<file path="config.mk">
export PLATFORM = sky130hd
export DESIGN_NAME = fir_tdm_mac
export DESIGN_NICKNAME = d
export VERILOG_FILES = /design/src/rtl/fir_tdm_mac.sv
export SDC_FILE = /design/constraint.sdc
export NUM_CORES = 1
export LEC_CHECK = 0
export ABC_AREA = 1
export ABC_CLOCK_PERIOD_IN_PS = 11050
export CORE_MARGIN = 1.5
export CORE_UTILIZATION = 35
export CTS_CLUSTER_DIAMETER = 120
export CTS_CLUSTER_SIZE = 24
export DETAILED_ROUTE_END_ITERATION = 16
export DONT_BUFFER_PORTS = 1
export PLACE_DENSITY_LB_ADDON = 0.25
export SYNTH_ARGS = -nofsm -noshare
export SYNTH_HDL_FRONTEND = slang
export SYNTH_SLANG_ARGS = --single-unit
</file>
<file path="constraint.sdc">
create_clock -name clk_30p72MHz -period 11.05 [get_ports clk_30p72MHz]
set_input_delay 2.21 -clock clk_30p72MHz [delete_from_list [all_inputs] [get_ports clk_30p72MHz]]
set_output_delay 2.21 -clock clk_30p72MHz [all_outputs]
set_load 0.02 [all_outputs]
</file>
<file path="src/rtl/fir_tdm_mac.sv">
// Single-multiplier FIR filter. One multiply-accumulate is done per clock over TAPS taps,
// then the result is rounded, shifted and saturated onto a registered output.
module fir_tdm_mac #(
  parameter int DATA_W = 16,
  parameter int COEF_W = 16,
  parameter int TAPS   = 6,
  parameter int OUT_W  = 16,
  parameter int SHIFT  = 15,
  parameter int ROUND  = 1,
  localparam int PTR_W = $clog2(TAPS)
) (
  input  logic              clk_30p72MHz,
  input  logic              reset,
  input  logic              nd,
  input  logic [DATA_W-1:0] din,
  output logic              rfd,
  input  logic              coef_we,
  input  logic [PTR_W-1:0]  coef_addr,
  input  logic [COEF_W-1:0] coef_din,
  output logic              rdy,
  output logic [OUT_W-1:0]  dout,
  output logic              sat,
  output logic [1:0]        dbg_state_o
);

  // Handshake: din is taken on a rising edge where nd=1 and rfd=1; rdy is a
  // one-cycle strobe marking dout/sat as fresh, and they hold until the next rdy.

  localparam int PW = DATA_W + COEF_W;
  localparam int AW = PW + PTR_W;
  localparam int RW = AW + 1;

  localparam logic [1:0] S_IDLE = 2'd0;
  localparam logic [1:0] S_MAC  = 2'd1;
  localparam logic [1:0] S_OUT  = 2'd2;

  localparam logic [PTR_W-1:0] K_LAST   = PTR_W'(TAPS - 1);
  localparam logic [PTR_W:0]   TAPS_EXT = (PTR_W + 1)'(TAPS);

  localparam int RND_SH = (SHIFT > 0) ? SHIFT - 1 : 0;
  localparam logic signed [RW-1:0] RND =
    (ROUND != 0 && SHIFT > 0) ? ({{(RW-1){1'b0}}, 1'b1} << RND_SH) : '0;
  localparam logic signed [RW-1:0] OMAX = {{(RW-OUT_W+1){1'b0}}, {(OUT_W-1){1'b1}}};
  localparam logic signed [RW-1:0] OMIN = {{(RW-OUT_W+1){1'b1}}, {(OUT_W-1){1'b0}}};

  logic [1:0]               state_q, state_d;
  logic [PTR_W-1:0]         wptr_q, wptr_d;
  logic [PTR_W-1:0]         newest_q, newest_d;
  logic [PTR_W-1:0]         k_q, k_d;
  logic signed [AW-1:0]     acc_q, acc_d;
  logic [OUT_W-1:0]         dout_q, dout_d;
  logic                     sat_q, sat_d;
  logic                     rdy_q, rdy_d;

  logic signed [DATA_W-1:0] dline_q [TAPS];
  logic signed [COEF_W-1:0] coef_q  [TAPS];

  logic                     idle;
  logic                     accept;
  logic                     coef_ok;
  logic [PTR_W:0]           idx_wide;
  logic [PTR_W-1:0]         tap_idx;
  logic signed [PW-1:0]     prod;
  logic signed [RW-1:0]     sum_r;
  logic signed [RW-1:0]     r_sh;
  logic                     sat_hi;
  logic                     sat_lo;

  assign idle    = (state_q == S_IDLE);
  assign accept  = nd && idle;
  assign coef_ok = coef_we && idle && ({1'b0, coef_addr} < TAPS_EXT);

  // Tap k reads (newest - k) mod TAPS; the +TAPS keeps the subtraction non-negative.
  always_comb begin
    idx_wide = {1'b0, newest_q} + TAPS_EXT - {1'b0, k_q};
    if (idx_wide >= TAPS_EXT) idx_wide = idx_wide - TAPS_EXT;
    tap_idx = idx_wide[PTR_W-1:0];
  end

  assign prod = dline_q[tap_idx] * coef_q[k_q];

  assign sum_r  = {acc_q[AW-1], acc_q} + RND;
  assign r_sh   = sum_r >>> SHIFT;
  assign sat_hi = (r_sh > OMAX);
  assign sat_lo = (r_sh < OMIN);

  always_comb begin
    state_d  = state_q;
    wptr_d   = wptr_q;
    newest_d = newest_q;
    k_d      = k_q;
    acc_d    = acc_q;
    dout_d   = dout_q;
    sat_d    = sat_q;
    rdy_d    = 1'b0;
    case (state_q)
      S_IDLE: begin
        if (nd) begin
          newest_d = wptr_q;
          wptr_d   = (wptr_q == K_LAST) ? '0 : wptr_q + 1'b1;
          acc_d    = '0;
          k_d      = '0;
          state_d  = S_MAC;
        end
      end
      S_MAC: begin
        acc_d = acc_q + AW'(prod);
        if (k_q == K_LAST) begin
          k_d     = '0;
          state_d = S_OUT;
        end else begin
          k_d = k_q + 1'b1;
        end
      end
      S_OUT: begin
        if (sat_hi)      dout_d = OMAX[OUT_W-1:0];
        else if (sat_lo) dout_d = OMIN[OUT_W-1:0];
        else             dout_d = r_sh[OUT_W-1:0];
        sat_d   = sat_hi || sat_lo;
        rdy_d   = 1'b1;
        state_d = S_IDLE;
      end
      default: state_d = S_IDLE;
    endcase
  end

  always_ff @(posedge clk_30p72MHz or posedge reset) begin
    if (reset) begin
      state_q  <= S_IDLE;
      wptr_q   <= '0;
      newest_q <= '0;
      k_q      <= '0;
      acc_q    <= '0;
      dout_q   <= '0;
      sat_q    <= 1'b0;
      rdy_q    <= 1'b0;
    end else begin
      state_q  <= state_d;
      wptr_q   <= wptr_d;
      newest_q <= newest_d;
      k_q      <= k_d;
      acc_q    <= acc_d;
      dout_q   <= dout_d;
      sat_q    <= sat_d;
      rdy_q    <= rdy_d;
    end
  end

  // A coefficient written on the accept edge is already in place for the first product.
  always_ff @(posedge clk_30p72MHz or posedge reset) begin
    if (reset) begin
      for (int i = 0; i < TAPS; i++) begin
        dline_q[i] <= '0;
        coef_q[i]  <= '0;
      end
    end else begin
      if (accept)  dline_q[wptr_q]  <= din;
      if (coef_ok) coef_q[coef_addr] <= coef_din;
    end
  end

  assign rfd         = idle;
  assign rdy         = rdy_q;
  assign dout        = dout_q;
  assign sat         = sat_q;
  assign dbg_state_o = state_q;

endmodule

</file>
[Word level (Yosys, flattened, before mapping)]
Cells that the tools add are included.
Operators by class
  $add $sub $neg: 7
  multiply operators: 1
  divide/modulo/power cells: 0
  $lt $le $gt $ge: 10
  equality and inequality tests: 6
  shift-type cells: 0
  multiplexer cells: 25
  bitwise gates (word level): 4
  reduce and logical (&&, ||, !) cells: 11
Operator list (count)
  $bwmux 96: 2
  $mux 16: 8
  $bmux 16 s3: 2
  $demux 16 s3: 2
  $pmux 35 s2: 1
  $add 35x16->36 const B: 1
  $add 35x32->35: 1
  $mux 35: 1
  $mul 16x16->32: 1
  $gt 21x16->1 const B: 1
  $lt 21x16->1 const B: 1
  $ge 4x4->1 const B: 4
  $not 3->4: 4
  $mux 3: 4
  $lt 4x1->1 const B: 2
  $add 3x1->3 const B: 2
  $eq 3x3->1 const B: 2
  $pmux 3 s2: 1
  $reduce_and 2->1: 3
  $logic_and 1x1->1: 5
  $add 3x3->4 const B: 1
  $ge 4x3->1 const B: 1
  $mux 2: 2
  $ne 2x2->1 const B: 2
  other kinds (10): 10
Storage, ports and cells
  bits in registers: 256
  latch bits: 0
  bits in writable memories: 0
  ROM bits: 0
  bits of input ports: 39
  output and inout port bits: 21
  memories: 0

[Longest topological paths before layout]
Gate-level depths: netlist (run 1).
  depth after elaboration: 11
  mapped depth: 42

[Worst setup path before layout (run 1)]
OpenSTA, ideal clock, no wires.
  path kind: register to register
  start: register newest_q[1]
  end: register acc_q[34]
  library setup time: 0.118 ns
  data arrival time: 7.222 ns
  required time: 10.932 ns
  slack: 3.710 ns
  stages on the path, launching flop included: 35
  clock period less this slack: 7.340 ns
  cells stage by stage: dfrtp_1 -> inv_1 -> ha_1 -> inv_1 -> ha_1 -> fa_1 -> nor2_1 -> nand3_1 -> nand2_1 -> buf_4 -> o21ai_0 -> nand2_1 -> buf_2 -> nor2_1 -> inv_1 -> fa_1 -> inv_1 -> fa_1 -> fa_1 -> inv_1 -> fa_1 -> inv_1 -> fa_1 -> inv_1 -> fa_1 -> inv_1 -> ha_1 -> a21o_1 -> o21bai_1 -> a21oi_1 -> nand2_1 -> a21oi_1 -> nand3_1 -> nand3_1 -> nand2_1
Between the ends
  longest elaborated chain between the ends: 11
RTL lines
  start, declared: RTL line 48  | logic [PTR_W-1:0] newest_q, newest_d;
  start signal, assigned: RTL line 140  | newest_q <= newest_d;
  $add 3x3->4 *: RTL line 75  | idx_wide = {1'b0, newest_q} + TAPS_EXT - {1'b0, k_q};
  $sub 4x3->4 *: RTL line 75
  $ge 4x3->1 / $sub 3x3->3 (equally long branches): RTL line 76  | if (idx_wide >= TAPS_EXT) idx_wide = idx_wide - TAPS_EXT;
  $mux 3 *: RTL line 76
  $not 3->4 (not written as such) *: RTL line 80  | assign prod = dline_q[tap_idx] * coef_q[k_q];
  $bmux 16 s3 *: RTL line 80
  $mux 16 (not written as such) * (2 in a row): RTL line 80
  $mul 16x16->32 *: RTL line 80
  $add 35x32->35 *: RTL line 107  | acc_d = acc_q + AW'(prod);
  $pmux 35 s2 *: RTL line 96  | case (state_q)
  end signal, assigned: RTL line 133  | acc_q <= '0;
  end signal, assigned: RTL line 142  | acc_q <= acc_d;
  end, declared: RTL line 50  | logic signed [AW-1:0] acc_q, acc_d;
Mark *: on every way between the ends. The rest lies on a longest branch, timed or not. The select of a mux whose other input is x is not followed.
A chain may end at the register's enable or synchronous reset.

[Worst setup path after layout (run 1)]
  start: register k_q[2]
  end: register acc_q[34]
Between the ends
  longest elaborated chain between the ends: 10
RTL lines
  start, declared: RTL line 49  | logic [PTR_W-1:0] k_q, k_d;
  start signal, assigned: RTL line 141  | k_q <= k_d;
  $sub 4x3->4: RTL line 75
  $ge 4x3->1 / $sub 3x3->3 (equally long branches): RTL line 76
  $mux 3: RTL line 76
  $not 3->4 (not written as such): RTL line 80
  $bmux 16 s3: RTL line 80
  $mux 16 (not written as such) (2 in a row): RTL line 80
  $mul 16x16->32 *: RTL line 80
  $add 35x32->35 *: RTL line 107
  $pmux 35 s2 *: RTL line 96
Marks and branches as above.

==> results of run 1 <==
## routing by layer
metal | vias up | global-route usage, %
li1 | 8668 | -
met1 | 9261 | 29.84
met2 | 583 | 33.41
met3 | 76 | 2.160
met4 | 0 | 5.254
met5 | - | 0
## kinds of logic (layout without fill, tap and decap cells)
kind of cell             count (synthesis)  count (layout)
AO/OA/AOI/OAI                          434             434
XOR/XNOR                                25              25
adder cells (fa/ha/maj)                420             420
buffers and inverters                  652             597
flip-flops                             256             256
multiplexers                             1               1
AND/OR/NAND/NOR                       1083            1083
## sequential cells by signal (all words and copies together), names as in the netlist
name         count
acc_q           35
coef_q          96
dbg_state_o      2
dline_q         96
dout            16
k_q              3
newest_q         3
rdy              1
sat              1
wptr_q           3
## worst max-delay path: cells and delay by family (launching register included)
family	cells	cell delay, ps
AOI/OAI and AO/OA	3	1030
adders and majority gates	9	4500
buffers and inverters	6	820
DFF	1	790
and+or+nand+nor	12	2120
## path summary, 6_finish.rpt
check	from	to	slack (ps)	cells past startpoint
worst min-delay path	dline_q[56]	dline_q[56]	490	2
worst min register to register	dline_q[56]	dline_q[56]	490	2
worst max-delay path	k_q[2]	acc_q[34]	1660	30
worst max register to register	k_q[2]	acc_q[34]	1660	30
min in group asynchronous	reset	dline_q[18]	1640	1
max in group asynchronous	reset	coef_q[54]	6980	3
## area by class of cell
cell class | instances | area (µm²)
timing repair buffer | 22 | 165.2
clock buffer | 17 | 404.1
multi-input combinational | 1963 | 14580
tap | 864 | 1081
clock inverter | 5 | 68.82
inverter | 553 | 2083
sequential | 256 | 6406
fill | 6873 | 41310
## Yosys cell counts (all sizes together) (2+ instances only)
cell type  count  area (µm²)
a22o           5       43.79
inv          551        2068
xnor2          5       43.79
o21ai        280        1405
a21boi         3       22.52
dfrtp        256        6406
or2           22       137.6
o22ai          2       12.51
xor2          20       175.2
a21o           2       15.01
clkinv         2       7.510
ha           109        1364
o22a           2       17.52
o211ai        19       142.6
a21oi         70       350.3
nor2         301        1142
o311ai        15       131.4
fa           311        6226
clkbuf        55       206.5
buf           44       232.7
o21a          12       90.09
o221ai        12       105.1
nor3           9       50.05
nand3         75       375.4
nand2        656        2485
o21bai         6       45.04
nand4         19       118.9
## metrics by stage
stage                     cells  hold WS [ps]  util (%)  worst slack [ps]
final                      3680         486.2     37.50              1665
after global routing       3680         505.8     37.50             977.2
after CTS                  3680         489.9     37.50              1713
after detailed placement   3658         466.4     36.79              1756
after global placement     3658         459.6     36.79              1926
after floorplan            2871         445.7         -              1798
==> flow_summary.toml, run 1 <==
[outcome]
status = "finished, final reports clean"

[placed_design]
place_congestion = 0.9663
dp_hpwl_mm = 52.63
portBuffers = 0
postPlaceCellArea_um2 = 24320

[detailed_routing]
maxUsedRoutingLayer = "met4"
ant_nets = 0
vias = 18590
routedLengthMet1_mm = 30.87
viasPerCell = 5.051
drc = 0
initialDrtViolationCount = 1406
met3WireLength_mm = 4.025
wl_met2_mm = 30.85
first_pass_iters = 6
wirelength_mm = 67.48
detail_route.wl_per_cell_um = 18.34

[clock_network]
cts-root-buf = "clkbuf_16"
postCtsSetupRepairBufs = 0
hold_buffers = 0
clk_pin_slew_ps = 110
post_cts_resized = 0
cts.sinks = 256
cts_max_level = 1
clockBufferDepth = 3
cts_buffers = 16
clk_latency_ps = 560
cts_tree = "done"

[synth]
synthAdderAreaFrac_pct = 32.31
synth_compound_area_share_pct = 10.36
ys_seq_area_share_pct = 27.27
yosysUniqueCellTypes = 47
syn_avg_cell_area_um2 = 8.181
synth_top_family_by_area = "adder cells"
synth_xor_area_share_pct = 0.9322
synthArstFlopShare_pct = 100.0
yosys_warnings = 0
synth_simple_gate_area_share_pct = 18.38
synth_edf_count = 0
synth-main-ff-cell = "dfrtp_1"
synthMuxAreaShare_pct = 0.04261
synth_fp_nets = 3330
synth_area_um2 = 23490
ys_ff_latch = 256
syn_inst = 2871

[floorplanning]
ios = 60
die_height_um = 262.1
die_area_um2 = 68670
core_um2 = 66100
start_util_pct = 35.54
dieWidth_um = 262.1
fp-row-count = 94

[global_routing]
grt_max_degree = 113
grt_first_pass_wirelength_mm = 111.4
track_usage_pct = 20.74
antenna_found_initial = 0
grt_pass1_vias = 19640
overflow = 0

[sta]
max_freq_ghz = 0.1066
slew_viol_final = 0
slew_headroom_pct = 26.41
hold_viol_final = 0
skew_ps = 48.46
setup_violations = 0
rsz0062_at_grt = "false"
finalCritPeriodShare_pct = 84.93
min_period_ps = 9385
worst-slew-pin-transition_ps = 1100
finalSetupTns_ps = 0

[finish]
layout-drive-gt1-share_pct = 3.267
antenna_cells = 0
final_area_um2 = 24790
layout_commonest_cell = "nand2_1"
syn_to_final_growth_pct = 5.540
fin_nets = 3271
mostFrequentLayoutCells = "nand2_1 (649), inv_1 (537), fa_1 (311)"

[setup_path]
critPathCaptureType = "flop"
required_ps = 11480
crit_path_max_incr_delay_ps = 790
critPathMaxFanout = 17
cp.arrival_ps = 9820
slowest_stage = "dfrtp_1"
critical_path.startpoint_type = "flop"
criticalPathCategory = "flop to flop"

[hold_path]
hold_class = "flop to flop"

[flow_run]
cap_violations = 0
Power of run 1 is not shown: default switching activity piles up to over one toggle a cycle in this logic, so the estimate is an artifact.
==> run 2: changes to the inputs <==
--- a/config.mk
+++ b/config.mk
@@ -5,8 +5,8 @@
 export SDC_FILE = /design/constraint.sdc
 export NUM_CORES = 1
 export LEC_CHECK = 0
-export ABC_AREA = 1
-export ABC_CLOCK_PERIOD_IN_PS = 11050
+export ABC_AREA = 0
+export ABC_CLOCK_PERIOD_IN_PS = 8300
 export CORE_MARGIN = 1.5
 export CORE_UTILIZATION = 35
 export CTS_CLUSTER_DIAMETER = 120
==> constraint.sdc (replaced) <==
create_clock -name clk_30p72MHz -period 8.3 [get_ports clk_30p72MHz]
set_input_delay 1.66 -clock clk_30p72MHz [delete_from_list [all_inputs] [get_ports clk_30p72MHz]]
set_output_delay 1.66 -clock clk_30p72MHz [all_outputs]
set_load 0.02 [all_outputs]
==> flow_summary.toml, run 2 <==
[synth]
synth.top_cells.by_count = "inv_1 (381), fa_1 (311), dfrtp_1 (256)"
synth_top_area_cell = "dfrtp_1"
synth_simple_gate_area_share_pct = 9.073
synth_area_um2 = 22880
yosysUniqueCellTypes = 71
synth_area_leaders = "dfrtp_1 (28%), fa_1 (27%), mux2_2 (9.2%)"
synth-main-ff-cell = "dfrtp_1"
synth_compound_area_share_pct = 5.868
ys_seq_area_share_pct = 28.00
ys_ff_latch = 256
synth_edf_count = 0
syn_avg_cell_area_um2 = 10.76
synth_top_family_by_area = "adder cells"
synth_xor_area_share_pct = 1.870
yosysMostFrequentCell = "inv_1"
synthMuxAreaShare_pct = 14.33
synthAdderAreaFrac_pct = 33.17
yosys.area.top_type_share_pct = 28.00
yosys_warnings = 0
synthArstFlopShare_pct = 100.0
syn_inst = 2127
synth_fp_nets = 2586

[detailed_routing]
first_pass_iters = 5
vias = 15490
wirelength_mm = 60.09
viasPerCell = 4.952
detail_route.wl_per_cell_um = 19.22
initialDrtViolationCount = 738
ant_nets = 0
drc = 0

[finish]
fin_cells = 3127
layout-drive-gt1-share_pct = 25.13
syn_to_final_growth_pct = 15.61
antenna_cells = 0
multi_input_area_um2 = 15300
mostFrequentLayoutCells = "inv_1 (364), fa_1 (303), dfrtp_1 (255)"
top_regs = "coef_q x96, dline_q x96, acc_q x35"
layout_commonest_cell = "inv_1"
fin_nets = 2727
fillers = 6197
final_core_util_pct = 40.96
regArea_um2 = 6407

[clock_network]
cts_tree = "done"
clk_latency_ps = 540
cts_max_level = 1
cts-root-buf = "clkbuf_16"
cts_buffers = 16
cts.sinks = 256
clk_pin_slew_ps = 100
clockBufferDepth = 3

[sta]
finalCritPeriodShare_pct = 96.74
hold_viol_final = 0
slew_viol_final = 0
setup_violations = 0
max_freq_ghz = 0.1245
slew_headroom_pct = 31.15
min_period_ps = 8029
skew_ps = 38.03
timing.final.ws_setup_ps = 270.7
worst-slew-pin-transition_ps = 1030

[floorplanning]
die_area_um2 = 66910
start_util_pct = 35.43
core_um2 = 64580
dieWidth_um = 258.7
die_height_um = 258.7
ios = 60
fp-row-count = 93

[global_routing]
track_usage_pct = 18.39
grt_first_pass_wirelength_mm = 96.05
grt_pass1_vias = 17200
grt_max_degree = 145
antenna_found_initial = 0
overflow = 0

[placed_design]
dp_slack_ps = -318.3
dp_hpwl_mm = 47.46
dpl.cell_count = 3083
place_congestion = 0.8968
portBuffers = 0

[setup_path]
criticalPathCategory = "flop to flop"
worstSetupStartpoint = "newest_q[1]"
critPathMaxFanout = 7
r2r_slack_ps = 270
crit_end = "acc_q[31]"
reg2reg_to = "acc_q[31]"
required_ps = 8730
slowest_stage = "mux4_2"
reg2reg_from = "newest_q[1]"
cp.arrival_ps = 8460
crit_path_max_incr_delay_ps = 550
critical_path.startpoint_type = "flop"
r2r.worst_path.cells = 33
critPathCaptureType = "flop"

[hold_path]
hold_class = "flop to flop"

[flow_run]
cap_violations = 0

[outcome]
status = "finished, final reports clean"
## run 2: cell count changes after synthesis, moves of 18 or more
cell	change
nand2_1	-451
o21ai_0	-247
mux2_2	+187
inv_1	-157
nor2_1	-114
nand3_1	-51
mux2i_1	+36
a21oi_1	-33
mux4_2	+31
xnor2_1	+24
a211oi_1	+18
## run 2: logic make-up after synthesis
family          Yosys count
fa+ha+maj               420
mux                     263
xor+xnor                 48
simple gates            482
flops                   256
compound gates          198
buf+inv                 460
## run 2: layout make-up
| class | count | area share, % |
|---|---|---|
| Tap cell | 855 | 4.044 |
| Multi-Input combinational cell | 1411 | 57.84 |
| Inverter | 384 | 5.473 |
| Timing Repair Buffer | 199 | 6.514 |
| Sequential cell | 256 | 24.22 |
| Clock buffer | 18 | 1.623 |
| Clock inverter | 4 | 0.2791 |
## run 2: how the worst min path moves through the flow
stage	start	end	slack (ps)	cells past startpoint
after floorplan	dline_q[66]	dline_q[66]	450	1
after global placement	dline_q[71]	dline_q[71]	460	1
after detailed placement	dline_q[70]	dline_q[70]	480	1
after CTS	dline_q[70]	dline_q[70]	500	1
after global routing	coef_q[37]	coef_q[37]	520	1
final	dline_q[70]	dline_q[70]	500	1
## run 2: critical path, delay by kind of cell, from the launching register on
| kind | cells | cell delay [ps] |
|---|---|---|
| and+or+nand+nor | 5 | 780 |
| AOI/OAI and AO/OA | 5 | 930 |
| adders and majority gates | 10 | 4170 |
| buffers and inverters | 11 | 950 |
| DFF | 1 | 350 |
| muxes | 2 | 740 |
## run 2: routing by layer
metal	track usage (%)	routed length [µm]	vias up
li1	-	-	7058
met1	24.05	26270	8054
met2	31.82	29510	281
met3	2.103	2391	93
met4	5.880	1924	0
met5	0	0	-
## run 2: repair_timing
item / CTS / global route
pin swaps: 10 / 83
setup endpoints to repair: 13 / 20
endpoints found under the hold margin: 0 / 0
gates resized for setup: 28 / 120
hold buffers: 0 / 0
buffers inserted: 3 / 20
cloned: 1 / 0
## run 2: metrics by stage
stage | hold slack [ps] | TNS (ps) | area [µm²]
after CTS | 497.1 | -2.632 | 25830
after floorplan | 449.8 | 0 | 22890
after global placement | 464.4 | -1444 | 25160
after detailed placement | 475.5 | -2156 | 25160
final | 495.6 | 0 | 26450
after global routing | 518.0 | -115.6 | 26450
Power of run 2 is left out for the same reason.
